`config.mk`:
```
export PLATFORM = sky130hd
export DESIGN_NAME = updi_unlock_sequencer
export DESIGN_NICKNAME = d
export VERILOG_FILES = /design/src/rtl/updi_unlock_sequencer.sv
export SDC_FILE = /design/constraint.sdc
export NUM_CORES = 1
export LEC_CHECK = 0
export CORE_ASPECT_RATIO = 1.25
export CORE_MARGIN = 2
export CORE_UTILIZATION = 45
export CTS_CLUSTER_DIAMETER = 100
export DETAILED_ROUTE_END_ITERATION = 10
export GPL_TIMING_DRIVEN = 1
export MAX_ROUTING_LAYER = met4
export PLACE_DENSITY = 0.76
export SLEW_MARGIN = 20
export SYNTH_ARGS = -nofsm -noshare
export SYNTH_HDL_FRONTEND = slang
export SYNTH_SLANG_ARGS = --single-unit
export TNS_END_PERCENT = 50
```
`constraint.sdc`:
```
create_clock -name clk -period 7.45 [get_ports clk]
set_input_delay 1.49 -clock clk [delete_from_list [all_inputs] [get_ports clk]]
set_output_delay 1.49 -clock clk [all_outputs]
set_load 0.03 [all_outputs]
```
`src/rtl/updi_unlock_sequencer.sv`:
```
// updi_unlock_sequencer: UPDI link init and NVMPROG unlock sequencer.
// Drives updi_interface and the PHY break while busy; reports a failure code.
module updi_unlock_sequencer #(
   parameter int unsigned POLL_LIMIT    = 16,
   parameter int unsigned POLL_GAP      = 1024,
   parameter logic [63:0] KEY_NVMPROG   = 64'h4E564D50726F6720,
   parameter int unsigned BREAK_TIMEOUT = 1 << 20
) (
   input  logic        clk,
   input  logic        rst,
   input  logic        start,
   output logic        busy,
   output logic        done,
   output logic        error,
   output logic [2:0]  err_code,
   output logic        dbl_break_start,
   input  logic        dbl_break_done,
   output logic [1:0]  instr_op,
   output logic [3:0]  instr_cs_addr,
   output logic [63:0] instr_data,
   output logic [3:0]  instr_data_len,
   output logic        tx_start,
   input  logic        tx_ready,
   output logic        rx_start,
   output logic [3:0]  rx_n_bytes,
   input  logic        rx_ready,
   input  logic        ack_error,
   input  logic [7:0]  rx_fifo_data,
   output logic        rx_fifo_rd_en,
   input  logic        rx_fifo_empty
);

   localparam int unsigned TMAX =
      (BREAK_TIMEOUT > POLL_GAP) ? BREAK_TIMEOUT : POLL_GAP;
   localparam int unsigned TW = $clog2(TMAX + 1);
   localparam int unsigned PW = $clog2(POLL_LIMIT + 1);

   localparam logic [1:0] OP_LDCS = 2'd0;
   localparam logic [1:0] OP_STCS = 2'd1;
   localparam logic [1:0] OP_KEY  = 2'd2;

   localparam logic [2:0] ERR_NONE  = 3'd0;
   localparam logic [2:0] ERR_ACK   = 3'd1;
   localparam logic [2:0] ERR_KEY   = 3'd2;
   localparam logic [2:0] ERR_SYS   = 3'd3;
   localparam logic [2:0] ERR_BREAK = 3'd4;

   typedef enum logic [3:0] {
      S_IDLE,
      S_BRK_PULSE,
      S_BRK_WAIT,
      S_TX_LAUNCH,
      S_TX_WAIT,
      S_RX_LAUNCH,
      S_RX_WAIT,
      S_FIFO_WAIT,
      S_POP,
      S_GAP,
      S_DONE,
      S_ERROR
   } state_e;

   // Which instruction the shared TX/RX phases are working on.
   typedef enum logic [2:0] {
      ST_CTRLB,
      ST_KEY,
      ST_KPOLL,
      ST_RSTSET,
      ST_RSTCLR,
      ST_SPOLL
   } step_e;

   state_e          state_q, state_d;
   step_e           step_q, step_d;
   step_e           next_step;
   logic [TW-1:0]   timer_q, timer_d;
   logic [PW-1:0]   poll_cnt_q, poll_cnt_d;
   logic [PW-1:0]   poll_inc;
   logic [2:0]      err_code_q, err_code_d;
   logic            busy_st;
   logic            is_poll;
   logic            poll_ok;
   logic [7:0]      poll_mask;

   always_ff @(posedge clk or posedge rst) begin
      if (rst) begin
         state_q    <= S_IDLE;
         step_q     <= ST_CTRLB;
         timer_q    <= '0;
         poll_cnt_q <= '0;
         err_code_q <= ERR_NONE;
      end else begin
         state_q    <= state_d;
         step_q     <= step_d;
         timer_q    <= timer_d;
         poll_cnt_q <= poll_cnt_d;
         err_code_q <= err_code_d;
      end
   end

   always_comb begin
      busy_st = !(state_q inside {S_IDLE, S_DONE, S_ERROR});
      is_poll = (step_q == ST_KPOLL) || (step_q == ST_SPOLL);
      poll_mask = (step_q == ST_KPOLL) ? 8'h10 : 8'h08;
      poll_ok = |(rx_fifo_data & poll_mask);
      poll_inc = poll_cnt_q + PW'(1);
   end

   always_comb begin
      next_step = step_q;
      unique case (step_q)
         ST_CTRLB:  next_step = ST_KEY;
         ST_KEY:    next_step = ST_KPOLL;
         ST_RSTSET: next_step = ST_RSTCLR;
         ST_RSTCLR: next_step = ST_SPOLL;
         default:   next_step = step_q;
      endcase
   end

   always_comb begin
      state_d    = state_q;
      step_d     = step_q;
      timer_d    = timer_q;
      poll_cnt_d = poll_cnt_q;
      err_code_d = err_code_q;
      // A bad ACK wins over anything else completing this cycle.
      if (busy_st && ack_error) begin
         state_d    = S_ERROR;
         err_code_d = ERR_ACK;
      end else begin
         unique case (state_q)
            S_IDLE, S_DONE, S_ERROR: begin
               if (start) begin
                  state_d    = S_BRK_PULSE;
                  err_code_d = ERR_NONE;
                  poll_cnt_d = '0;
               end
            end
            S_BRK_PULSE: begin
               state_d = S_BRK_WAIT;
               timer_d = '0;
            end
            S_BRK_WAIT: begin
               if (dbl_break_done) begin
                  state_d = S_TX_LAUNCH;
                  step_d  = ST_CTRLB;
               end else if (timer_q == TW'(BREAK_TIMEOUT)) begin
                  state_d    = S_ERROR;
                  err_code_d = ERR_BREAK;
               end else begin
                  timer_d = timer_q + TW'(1);
               end
            end
            S_TX_LAUNCH: begin
               if (tx_ready) state_d = S_TX_WAIT;
            end
            S_TX_WAIT: begin
               if (tx_ready) begin
                  if (is_poll) begin
                     state_d = S_RX_LAUNCH;
                  end else begin
                     state_d    = S_TX_LAUNCH;
                     step_d     = next_step;
                     poll_cnt_d = '0;
                  end
               end
            end
            S_RX_LAUNCH: begin
               if (rx_ready) state_d = S_RX_WAIT;
            end
            S_RX_WAIT: begin
               if (rx_ready) state_d = S_FIFO_WAIT;
            end
            S_FIFO_WAIT: begin
               if (!rx_fifo_empty) state_d = S_POP;
            end
            S_POP: begin
               if (poll_ok) begin
                  if (step_q == ST_KPOLL) begin
                     state_d = S_TX_LAUNCH;
                     step_d  = ST_RSTSET;
                  end else begin
                     state_d = S_DONE;
                  end
               end else if (poll_inc == PW'(POLL_LIMIT)) begin
                  state_d    = S_ERROR;
                  poll_cnt_d = poll_inc;
                  err_code_d = (step_q == ST_KPOLL) ? ERR_KEY : ERR_SYS;
               end else begin
                  state_d    = S_GAP;
                  poll_cnt_d = poll_inc;
                  timer_d    = '0;
               end
            end
            S_GAP: begin
               if (timer_q == TW'(POLL_GAP - 1)) begin
                  state_d = S_TX_LAUNCH;
               end else begin
                  timer_d = timer_q + TW'(1);
               end
            end
            default: state_d = S_IDLE;
         endcase
      end
   end

   always_comb begin
      busy            = busy_st;
      done            = (state_q == S_DONE);
      error           = (state_q == S_ERROR);
      err_code        = err_code_q;
      dbl_break_start = (state_q == S_BRK_PULSE);
      tx_start        = (state_q == S_TX_LAUNCH) && tx_ready;
      rx_start        = (state_q == S_RX_LAUNCH) && rx_ready;
      rx_fifo_rd_en   = (state_q == S_POP);
      rx_n_bytes      = 4'd1;
      instr_op        = OP_LDCS;
      instr_cs_addr   = 4'h0;
      instr_data      = 64'h0;
      instr_data_len  = 4'd0;
      // Held constant from launch through completion.
      if (state_q == S_TX_LAUNCH || state_q == S_TX_WAIT) begin
         unique case (step_q)
            ST_CTRLB: begin
               instr_op       = OP_STCS;
               instr_cs_addr  = 4'h3;
               instr_data     = 64'h08;
               instr_data_len = 4'd1;
            end
            ST_KEY: begin
               instr_op       = OP_KEY;
               instr_data     = KEY_NVMPROG;
               instr_data_len = 4'd8;
            end
            ST_KPOLL: begin
               instr_op      = OP_LDCS;
               instr_cs_addr = 4'h7;
            end
            ST_RSTSET: begin
               instr_op       = OP_STCS;
               instr_cs_addr  = 4'h8;
               instr_data     = 64'h59;
               instr_data_len = 4'd1;
            end
            ST_RSTCLR: begin
               instr_op       = OP_STCS;
               instr_cs_addr  = 4'h8;
               instr_data     = 64'h00;
               instr_data_len = 4'd1;
            end
            ST_SPOLL: begin
               instr_op      = OP_LDCS;
               instr_cs_addr = 4'hB;
            end
            default: ;
         endcase
      end
   end

endmodule

```
Yosys cells after proc, flatten, opt, wreduce, memory -nomap -nowiden
Cells that the tools add are included.
- bits in registers: 36
- input bits: 16
- output and inout port bits: 88
- logic and storage cells: 124
- add/subtract/negate cells: 2
- equality and inequality tests: 43
- mux-type cells: 50
- bitwise gates (word level): 2
- reduce and logical (&&, ||, !) cells: 22
- operator list (kind ; count):
    $pmux W63 S3 ; 1
    $mux W21 ; 5
    $pmux W21 S4 ; 1
    $mux W63 ; 1
    $mux W4 ; 14
    $pmux W4 S10 ; 1
    $mux W3 ; 12
    $ne A3 B3 Y1 const B ; 9
    $mux W5 ; 5
    $add A21 B1 Y21 const B ; 1
    $eq A21 B10 Y1 const B ; 1
    $eq A21 B21 Y1 const B ; 1
    $ne A2 B2 Y1 const B ; 9
    $pmux W3 S3 ; 2
    $eq A4 B3 Y1 const B ; 4
    $eq A4 B4 Y1 const B ; 4
    $pmux W4 S4 ; 1
    $reduce_and A8 Y1 ; 2
    $pmux W5 S3 ; 1
    $pmux W3 S4 ; 1
    $reduce_and A6 Y1 ; 2
    $reduce_bool A3 Y1 ; 3
    $and A8 B5 Y8 ; 1
    $eq A4 B2 Y1 const B ; 2
    other kinds (26) ; 35

Depth between registers and ports, before layout
- depth in word-level cells: 7
- mapped depth: 9
- mapped depth without buffers: 7

Worst setup path after synthesis
Ideal clock, no wire load.
- path type: register to output
- start: register state_q[3]
- end: output instr_data[10]
- data arrival time: 3.187 ns
- data required time: 5.960 ns
- path slack: 2.773 ns
- stages on the path, launching flop included: 7
- buffers on the path: 3
- cell sequence: dfrtp_1 or4b_2 clkbuf_1 and2_1 clkbuf_1 nor2_1 buf_4
- cells in the longest elaborated chain, start to end: 3
- elaborated cells on any way between the ends: 4
- classes of those cells: eq/ne: 2; mux: 1; reduce/logical: 1
- ends and longest elaborated chain (what ; line ; text):
    start, declared ; 73 ; state_e state_q, state_d;
    start signal, assigned ; 93 ; state_q <= state_d;
    $eq A4 B2 Y1 or $eq A4 B3 Y1 (tied branches) ; 222 ; if (state_q == S_TX_LAUNCH || state_q == S_TX_WAIT) begin
    $logic_or A1 B1 Y1 * ; 222 ;
    $mux W63 * ; 222 ;
    end, declared ; 20 ; output logic [63:0] instr_data,
Mark *: on every way between the ends. The rest lies on a longest branch, timed or not.

Worst setup path after layout
- start: register state_q[2]
- end: output instr_data[5]
The elaborated chain is that of the path after synthesis.

==> out/results.md <==
- **run status** completed
- **number of clock buffers inserted by TritonCTS** 5
- **Mapped Cells** 407
- **Final period util** 62.97%
- **overall track demand over capacity in global routing** 18.17%
- **proportion of power drawn by the clock network** 13.0%
- **Post-synth EDFFs** 0
- **xor/xnor share of the synthesized area** 0.5212%
- **flip-flop and latch count after synthesis** 36
- **number of remaining DRC errors** 0
- **Final Hold Vio Count** 0
- **global-route wire length before repair** 11670 microns
- **largest family of logic cells by synthesized area** simple AND/OR/NAND/NOR gates
- **async set-reset flop share out of synthesis** 100.0%
- **CP arrival** 3.20 ns
- **area share of fa/ha/maj cells after synthesis** 1.489%
- **switch share** 49.60%
- **Max-slew headroom** 32.10%
- **compound-gate portion of the synthesized area** 20.18%
- **placed cell count** 502
- **cell family with the largest share of critical-path delay** simple AND/OR/NAND/NOR gates
- **top-level port count** 104
- **proportion of layout cells with a drive suffix above 1** 6.699%
- **maximum fanout along the worst path** 30
- **hold path startpoint** poll_cnt_q[4]$_DFFE_PP0P_
- **setup TNS** 0 ns
- **switching pwr** 556.3 uW
- **horizontal die dimension** 81.30 microns
- **average wire per cell in the routed design** 14.05 microns
- **post-synthesis instance area** 0.003361 sq mm
- **multiplexer share of the synthesized area** 3.760%
- **clock tree buffer depth** 2
- **final max-slew violation count** 0
- **estimated wirelength of the detail-placed design** 5053 microns
- **critical path data required time** 5.96 ns
- **Finish-stage setup viols** 0
- **initial antenna violation count** 0
- **post-synthesis to final-layout area growth** 8.749%
- **sequential share of power** 31.3%
- **mean number of vias per cell** 5.578
- **vias in the first global route** 2571
- **kind of critical path** register to primary output
- **Worst setup SP type** register
- **unrepaired setup endpoints after global routing** no
- **Final GP Congestion** 0.8692
- **Slowest-stage cell, CP** sky130_fd_sc_hd__dfrtp_1
- **final clock skew** 0.006271 ns
- **post-CTS setup buffers** 0
- **Clk pin slew, worst setup/hold paths** 0.07 ns
- **count of hold-fix buffers inserted at cts** 0
- **CTS tree** yes
- **top cell type's share of synthesized area** 26.81%
- **number of unique standard cell types used by synthesis** 64
- **largest stage delay on the critical path** 0.77 ns
- **number of design-rule violations left by the first detailed-router iteration** 169
- **leakage component of the power** 1.483 nW
- **main area contributors after synthesis** sky130_fd_sc_hd__dfrtp_1 (27%), sky130_fd_sc_hd__buf_4 (16%), sky130_fd_sc_hd__a31oi_1 (4.7%), sky130_fd_sc_hd__nor2_1 (3.1%), sky130_fd_sc_hd__nand2b_1 (2.8%)
- **CTS H-Tree Depth** 2
- **Bufs and invs on worst path** 2
- **post-synthesis simple-gate area fraction** 25.35%
- **overflow left after global routing** 0
- **worst hold path type** register to register
- **die footprint** 0.008180 sq mm
- **ordered cell list for the critical path** or4b_2, and2_1, nor2_1, buf_4, clkdlybuf4s50_1
- **insertion delay to the later sink of the worst-skew pair** 0.30 ns
- **area leader, netlist** sky130_fd_sc_hd__dfrtp_1
- **logic gate share of total power** 55.7%
- **CP startpoint** state_q[2]$_DFFE_PP0P_
- **Ant. Diodes** 0
- **number of max-capacitance violations reported** 0
- **FILL cells** 708
- **upper clock frequency limit** 0.2132 GHz
- **antenna viol nets, final** 0
- **most frequently used flop master after synthesis** sky130_fd_sc_hd__dfrtp_1
- **count of non-filler cells in the finished layout** 510
- **# port buffers** 61
- **starting density of the core** 45.95%
- **post-CTS sizing** 0
- **internal power summed over all cells** 565.3 uW
- **average size of a mapped cell** 8.257 sq um
- **largest vdd supply drop** 0.2490 mV
- **Critical Path End Type** primary output
- **startpoint of the most critical register-to-register path** state_q[1]$_DFFE_PP0P_
- **Std-Cell Core Area** 0.007313 sq mm
- **count of standard-cell rows** 35
- **Cell Pwr Density** 306.9 mW/mm^2
- **Seq/Total Area, Yosys** 26.81%
- **via count** 2845
- **min cycle time layout** 4.691 ns
- **root buffer cell** sky130_fd_sc_hd__clkbuf_8
- **transition time at the pin with the least slew margin** 1.019 ns
- **pin count of the biggest net entering global routing** 37
- **post-layout net count** 437
- **total detailed-routing wirelength** 7164 microns
- **count of synthesis-stage warnings from yosys** 0
- **Num Clock Sinks** 36
- **DR pass1 iterations** 4
- **overall die height** 100.6 microns
==> through the flow <==
step           hold WS [ns]  total power, mW  instance area, sq um  utilization (%)  setup WS [ns]
4_1_cts              0.5148            1.125                  3655            49.97          2.740
3_5_place_dp         0.5027           0.9766                  3565            48.74          3.057
3_3_place_gp         0.4909           0.9642                  3565            48.74          3.104
5_1_grt              0.5596            1.211                  3655            49.97          2.552
2_1_floorplan        0.4652           0.8646                  3488                -          2.773
6_report             0.5127            1.122                  3655            49.97          2.759
==> kinds of logic (layout without fill, tap and decap cells) <==
| family | count (synthesis) | count (layout) |
|---|---|---|
| xor+xnor | 2 | 2 |
| simple gates | 145 | 145 |
| fa+ha+maj | 4 | 4 |
| mux | 12 | 12 |
| compound gates | 96 | 96 |
| other cells | 2 | 36 |
| flops | 36 | 36 |
| buf+inv | 110 | 87 |
==> cell usage after synthesis, drive strengths merged (9+ instances only) <==
master,number
nor2,28
nand2b,15
buf,88
a21oi,10
nor3,9
dfrtp,36
nand2,20
inv,16
nand3,17
a31oi,25
o21ai,18
==> path summary, 6_finish.rpt <==
| kind | end | slack, ns | cells after the start |
|---|---|---|---|
| worst max-delay path | instr_data[5] | 2.76 | 5 |
| min in group asynchronous | poll_cnt_q[4]$_DFFE_PP0P_ | 1.60 | 3 |
| worst max register to register | timer_q[12]$_DFFE_PP0P_ | 4.18 | 5 |
| worst min register to register | poll_cnt_q[4]$_DFFE_PP0P_ | 0.51 | 1 |
| max in group asynchronous | timer_q[18]$_DFFE_PP0P_ | 5.49 | 3 |
| worst min-delay path | poll_cnt_q[4]$_DFFE_PP0P_ | 0.51 | 1 |
==> power groups by stage <==
stage	clock [mW]	combinational (mW)	sequential (mW)
finish	0.146	0.624	0.351
global route	0.159	0.687	0.364
CTS	0.150	0.627	0.348
detailed placement	0	0.625	0.352
global placement	0	0.615	0.349
floorplan	0	0.569	0.295
==> cell usage in the layout (no fill, tap or decap), types with 3 or more instances in the layout <==
master,Yosys,routed
sky130_fd_sc_hd__o21ai_1,5,5
sky130_fd_sc_hd__clkbuf_8,0,6
sky130_fd_sc_hd__a21oi_1,9,8
sky130_fd_sc_hd__inv_1,16,16
sky130_fd_sc_hd__nand3b_1,4,4
sky130_fd_sc_hd__a21o_1,3,3
sky130_fd_sc_hd__ha_1,4,4
sky130_fd_sc_hd__nand2b_1,15,15
sky130_fd_sc_hd__conb_1,2,36
sky130_fd_sc_hd__nor4_1,5,5
sky130_fd_sc_hd__nand3_1,17,17
sky130_fd_sc_hd__nor3_1,9,9
sky130_fd_sc_hd__o21ai_0,13,13
sky130_fd_sc_hd__mux2i_1,7,7
sky130_fd_sc_hd__o211a_1,3,3
sky130_fd_sc_hd__nand4_1,8,8
sky130_fd_sc_hd__nand2_1,20,20
sky130_fd_sc_hd__o31ai_1,5,5
sky130_fd_sc_hd__clkdlybuf4s50_1,0,61
sky130_fd_sc_hd__o21bai_1,3,3
sky130_fd_sc_hd__nor4b_1,3,3
sky130_fd_sc_hd__and3_1,8,8
sky130_fd_sc_hd__and4_1,5,5
sky130_fd_sc_hd__dfrtp_1,36,36
sky130_fd_sc_hd__o21a_1,4,4
sky130_fd_sc_hd__o211ai_1,7,7
sky130_fd_sc_hd__a31oi_1,25,25
sky130_fd_sc_hd__mux2_2,5,5
sky130_fd_sc_hd__nor2_1,28,28
==> final cells by class <==
cell class | instances | area (sq um) | area share, %
clock buffers | 8 | 90.09 | 2.465
multi-input cells | 295 | 1863 | 50.98
inverters | 16 | 60.06 | 1.643
well taps | 92 | 115.1 | 3.150
repair buffers | 63 | 625.6 | 17.12
flip-flops and latches | 36 | 900.9 | 24.65
==> sequential cells by signal (all words and copies together), names as in the netlist <==
| name | cells |
|---|---|
| poll_cnt_q | 5 |
| timer_q | 21 |
| state_q | 4 |
| err_code | 3 |
| step_q | 3 |
==> layer usage <==
layer | track usage, % | routed length (microns) | vias to the layer above
li1 | - | - | 1395
met1 | 21.98 | 3087 | 1364
met2 | 30.52 | 3667 | 77
met3 | 3.315 | 322 | 9
met4 | 5.476 | 87 | 0
met5 | - | 0 | -
Note: power is estimated with default switching activity, not from simulation.
